$ cat config.mk
export PLATFORM = sky130hd
export DESIGN_NAME = instr_dispatch_fsm
export DESIGN_NICKNAME = d
export VERILOG_FILES = /design/src/rtl/instr_dispatch_fsm.sv
export SDC_FILE = /design/constraint.sdc
export NUM_CORES = 1
export LEC_CHECK = 0
export CAP_MARGIN = 30
export CELL_PAD_IN_SITES_DETAIL_PLACEMENT = 1
export CELL_PAD_IN_SITES_GLOBAL_PLACEMENT = 1
export CORE_MARGIN = 10
export CORE_UTILIZATION = 38
export CTS_BUF_LIST = sky130_fd_sc_hd__clkbuf_8
export DETAILED_ROUTE_END_ITERATION = 12
export PLACE_DENSITY_LB_ADDON = 0.1
export SYNTH_ARGS = -nofsm -noshare
export SYNTH_HDL_FRONTEND = slang
export SYNTH_SLANG_ARGS = --single-unit
$ cat constraint.sdc
create_clock -name clock -period 2.9 [get_ports clock]
set_input_delay 0.435 -clock clock [delete_from_list [all_inputs] [get_ports clock]]
set_output_delay 0.435 -clock clock [all_outputs]
set_load 0.03 [all_outputs]
$ cat src/rtl/instr_dispatch_fsm.sv
// Instruction dispatcher: fetches ROM words, decodes them and hands
// MOV/ADD/SUB to the execution FSMs, waiting for done with a timeout.
module instr_dispatch_fsm #(
    parameter int ADDR_W  = 8,
    parameter int TIMEOUT = 15
) (
    input  logic              clock,
    input  logic              reset,
    input  logic              run,
    input  logic [15:0]       instr_data,
    input  logic              fsm_done,
    output logic [ADDR_W-1:0] instr_addr,
    output logic [3:0]        fsm_start,
    output logic [5:0]        source,
    output logic [5:0]        dest,
    output logic              busy,
    output logic              halted,
    output logic              error
);

    localparam logic [3:0] OP_NOP  = 4'b0000;
    localparam logic [3:0] OP_MOV  = 4'b1010;
    localparam logic [3:0] OP_ADD  = 4'b1011;
    localparam logic [3:0] OP_SUB  = 4'b1100;
    localparam logic [3:0] OP_HALT = 4'b1111;

    typedef enum logic [2:0] {
        S_IDLE,
        S_FETCH,
        S_DECODE,
        S_ISSUE,
        S_WAIT,
        S_ADVANCE,
        S_HALT
    } state_t;

    state_t     state;
    state_t     state_next;
    logic [3:0] ir_op;
    logic [7:0] count;
    logic [3:0] opcode;
    logic       raise_err;
    logic       timeout_hit;

    assign opcode      = instr_data[15:12];
    // count holds the number of WAIT cycles already elapsed
    assign timeout_hit = (count == 8'(TIMEOUT - 1));

    always_ff @(posedge clock) begin
        if (reset) begin
            state <= S_IDLE;
        end else begin
            state <= state_next;
        end
    end

    always_comb begin
        state_next = state;
        fsm_start  = 4'b0000;
        busy       = 1'b1;
        halted     = 1'b0;
        raise_err  = 1'b0;
        unique case (state)
            S_IDLE: begin
                busy = 1'b0;
                if (run) begin
                    state_next = S_FETCH;
                end
            end
            S_FETCH: begin
                state_next = S_DECODE;
            end
            S_DECODE: begin
                unique case (opcode)
                    OP_MOV, OP_ADD, OP_SUB: state_next = S_ISSUE;
                    OP_NOP:                 state_next = S_ADVANCE;
                    OP_HALT:                state_next = S_HALT;
                    default: begin
                        raise_err  = 1'b1;
                        state_next = S_HALT;
                    end
                endcase
            end
            S_ISSUE: begin
                fsm_start  = ir_op;
                state_next = S_WAIT;
            end
            S_WAIT: begin
                if (fsm_done) begin
                    state_next = S_ADVANCE;
                end else if (timeout_hit) begin
                    raise_err  = 1'b1;
                    state_next = S_HALT;
                end
            end
            S_ADVANCE: begin
                state_next = run ? S_FETCH : S_IDLE;
            end
            S_HALT: begin
                busy   = 1'b0;
                halted = 1'b1;
            end
            default: begin
                state_next = S_IDLE;
            end
        endcase
    end

    always_ff @(posedge clock) begin
        if (reset) begin
            instr_addr <= '0;
            ir_op      <= 4'b0000;
            source     <= 6'd0;
            dest       <= 6'd0;
            count      <= 8'd0;
            error      <= 1'b0;
        end else begin
            if (raise_err) begin
                error <= 1'b1;
            end
            if (state == S_DECODE) begin
                ir_op  <= opcode;
                source <= instr_data[11:6];
                dest   <= instr_data[5:0];
            end
            if (state == S_WAIT && state_next == S_WAIT) begin
                count <= count + 8'd1;
            end else begin
                count <= 8'd0;
            end
            if (state == S_ADVANCE) begin
                instr_addr <= instr_addr + ADDR_W'(1);
            end
        end
    end

endmodule
==> flow_summary_export.csv <==
group,metric,value,unit
global_routing,grt_pass1_vias,1500,
global_routing,grt_pass1_wl,7310,um
power_and_ir_drop,switching_share,31.0,%
floorplan,dieArea,7330,um^2
cts,holdBufCountCts,0,
flow_run,cap_violations,0,
finish,fillers,491,
place,gp_congestion,0.756,
cts,clock_latency,0.29,ns
synthesis,yosys_register_bits,36,
setup_path,end_kind,"primary output",
synthesis,postSynthAreaPerCell,8.70,um^2
synthesis,synth_fp_nets,211,
cts,clock_path_buffers,2,
timing,fin_worst_hold_slack,0.459,ns
synthesis,yosys_warnings,0,
cts,path_clk_slew,0.07,ns
place,portBuffers,46,
place,hpwl,3340,um
timing,drv_slew,0,
drt,avgRoutedWirePerCell,15.2,um
timing,max_freq,0.395,GHz
synthesis,synth_top_cell_by_area,"dfxtp_1",
timing,tns,0,ns
floorplan,core-area,4090,um^2
cts,ctsHtreeMaxLevel,2,
global_routing,antenna_found_initial,0,
synthesis,synth_compound_area_share,8.72,%
synthesis,synth_area_leaders,"dfxtp_1 (44%), nand2_1 (7.3%), a21oi_1 (4.9%)",
hold_path,whs_path_depth,2,
global_routing,grt_usage,12.3,%
floorplan,fp.dieH,85.6,um
setup_path,crit_arrival,2.09,ns
timing,period_share,87.2,%
drt,drcViolationCount,0,
setup_path,path_class,"reg -> out",
timing,worst_clock_skew,0.00448,ns
timing,hold_violations,0,
floorplan,num_rows,23,
power_and_ir_drop,peakVddDrop,247,uV
setup_path,cp_slowest_cell,"clkdlybuf4s50_1",
timing,rsz0062_at_grt,"false",
setup_path,reg2regPathDepth,3,
synthesis,syn_inst,188,
timing,worstMarginPinSlew,0.708,ns
timing,setup_viol,0,
setup_path,critPathMaxStageDelay,0.61,ns
synthesis,synthDominantCellAreaShare,44.1,%
synthesis,async_reset_ff_share,0,%
cts,cts_tree,"yes",
cts,cts_num_sinks,36,
setup_path,crit_fanout,8,
drt,viasPerCell,5.04,
drt,top_layer,"met4",
drt,ant_nets,0,
power_and_ir_drop,clockPowerShare,28.0,%
synthesis,ys_seq_area_share,44.1,%
power_and_ir_drop,power_density,539,nW/um^2
drt,wl_met1,1760,um
synthesis,synth_edf_count,0,
cts,cts_setup_buffers,0,
finish,n_antenna_cell,0,
synthesis,synthMuxAreaShare,1.84,%
power_and_ir_drop,internal_power,808,uW
drt,drt_iter0_markers,49,
global_routing,overflow,0,
setup_path,crit_path_start_kind,"flop",
synthesis,ys_types,40,
power_and_ir_drop,pwr-share-comb,23.2,%
cts,post_cts_resize_count,0,
finish,nNetsFinal,256,
cts,cts_buffers,5,
status,status,"complete, no violations",
synthesis,syn-cell-area,1640,um^2
drt,drt-pass1-iter-count,4,
drt,vias,1425,
timing,slew_headroom,52.7,%
synthesis,synth_fa_ha_area_share,2.30,%
synthesis,synth_top_family_by_area,"simple AND/OR/NAND/NOR gates",
setup_path,crit_path_cell_trace,"nor2b_4, or3b_2, clkdlybuf4s50_1",
drt,routed_wirelength,4310,um
finish,drive_above_1_share,11.6,%
synthesis,synth_ff_type,"dfxtp_1",
hold_path,hp-class,"reg -> reg",
synthesis,synth_xor_area_share,6.43,%
global_routing,grt_start_max_net_pins,18,
drt,met2_length,2170,um
timing,finalCriticalPeriod,2.53,ns
power_and_ir_drop,p_sw,364,uW
floorplan,start_util,40.0,%
finish,syn_to_final_growth,32.9,%
power_and_ir_drop,p_leak,0.795,nW
floorplan,die_w,85.6,um
floorplan,io_pins,47,
setup_path,rrSetupSlack,1.35,ns
drt,met3_length,325,um
power_and_ir_drop,power_frac_seq,48.8,%
cts,clockRootBuffer,"clkbuf_8",
setup_path,required,2.47,ns
synthesis,synthSimpleGateAreaFrac,31.4,%
synth_stat cells, types with 2 or more instances:
cell	number
dfxtp_1	36
ha_1	3
nand2_2	4
buf_2	2
and2_1	2
xor2_1	8
xnor2_1	4
a31oi_1	2
mux2i_1	3
nor3_1	4
and3_1	2
nand4_1	5
buf_6	3
nand2b_1	5
and3_2	4
a21oi_1	16
nand3_1	8
o21ai_0	5
nor2_1	18
buf_1	2
a21oi_2	2
nand2_1	32
through the flow:
step / power, mW / worst slack (ns) / instance area [um^2] / utilization [%] / cells
final: 1.17 / 0.370 / 2170 / 53.2 / 283
after global routing: 1.24 / 0.279 / 2170 / 53.2 / 283
after CTS: 1.19 / 0.342 / 2170 / 53.2 / 283
after detailed placement: 0.858 / 0.680 / 2100 / 51.3 / 276
after global placement: 0.844 / 0.720 / 2100 / 51.3 / 276
after floorplan: 0.766 / 1.32 / 1640 / - / 188
worst max-delay path, delay by kind of cell (launching register included):
| family | cells | cell delay, ns |
|---|---|---|
| buffers and inverters | 1 | 0.61 |
| AND/OR/NAND/NOR | 2 | 0.59 |
| flip-flops | 1 | 0.60 |
logic make-up after synthesis:
logic type / Yosys count
AOI/OAI and AO/OA: 26
xor gates and xnor gates: 12
adders and majority gates: 3
buffers and inverters: 12
DFF: 36
muxes: 3
and+or+nand+nor: 96
metal layers:
metal  global-route usage (%)  vias up
met2                     21.0       34
li1                         -      719
met1                     12.7      667
met5                        0        -
met3                     6.43        5
met4                     4.04        0
final timing paths:
| path | endpoint | from |
|---|---|---|
| hold / removal | ir_op[0]$_SDFFE_PP0P_ | ir_op[0]$_SDFFE_PP0P_ |
| setup / recovery | busy | state[2]$_SDFF_PP0_ |
| setup reg to reg | source[3]$_SDFFE_PP0P_ | state[0]$_SDFF_PP0_ |
| hold reg to reg | ir_op[0]$_SDFFE_PP0P_ | ir_op[0]$_SDFFE_PP0P_ |
sequential cells by signal, indices dropped and copies added, names as in the netlist:
signal / cells
error: 1
source: 6
state: 3
instr_addr: 8
ir_op: 4
count: 8
dest: 6
area by class of cell:
cell class	count	area [um^2]	area share, %
clock buffers	5	68.8	3.17
clock inverters	2	8.76	0.403
inverters	2	7.51	0.345
multi-input cells	140	830	38.2
flip-flops and latches	36	721	33.2
well taps	50	62.6	2.88
repair buffers	48	475	21.9
power by group through the flow:
stage | combinational, mW | clock [mW] | sequential [mW]
final | 0.272 | 0.328 | 0.571
after global routing | 0.299 | 0.368 | 0.577
after CTS | 0.276 | 0.347 | 0.571
after detailed placement | 0.276 | 0 | 0.582
after global placement | 0.267 | 0 | 0.577
after floorplan | 0.171 | 0 | 0.596
cells in the final DEF, fill, tap and decap left out, types with 2 or more instances in the layout:
cell / instances
a21oi_1: 16
a21oi_2: 2
a31oi_1: 2
and2_1: 2
and3_1: 2
and3_2: 4
buf_4: 2
clkbuf_8: 5
clkdlybuf4s50_1: 46
dfxtp_1: 36
ha_1: 3
inv_1: 2
mux2i_1: 3
nand2_1: 32
nand2_2: 4
nand2b_1: 5
nand3_1: 8
nand4_1: 5
nor2_1: 18
nor3_1: 4
o21ai_0: 5
xnor2_1: 4
xor2_1: 8
(Power assumes the default switching activity.)
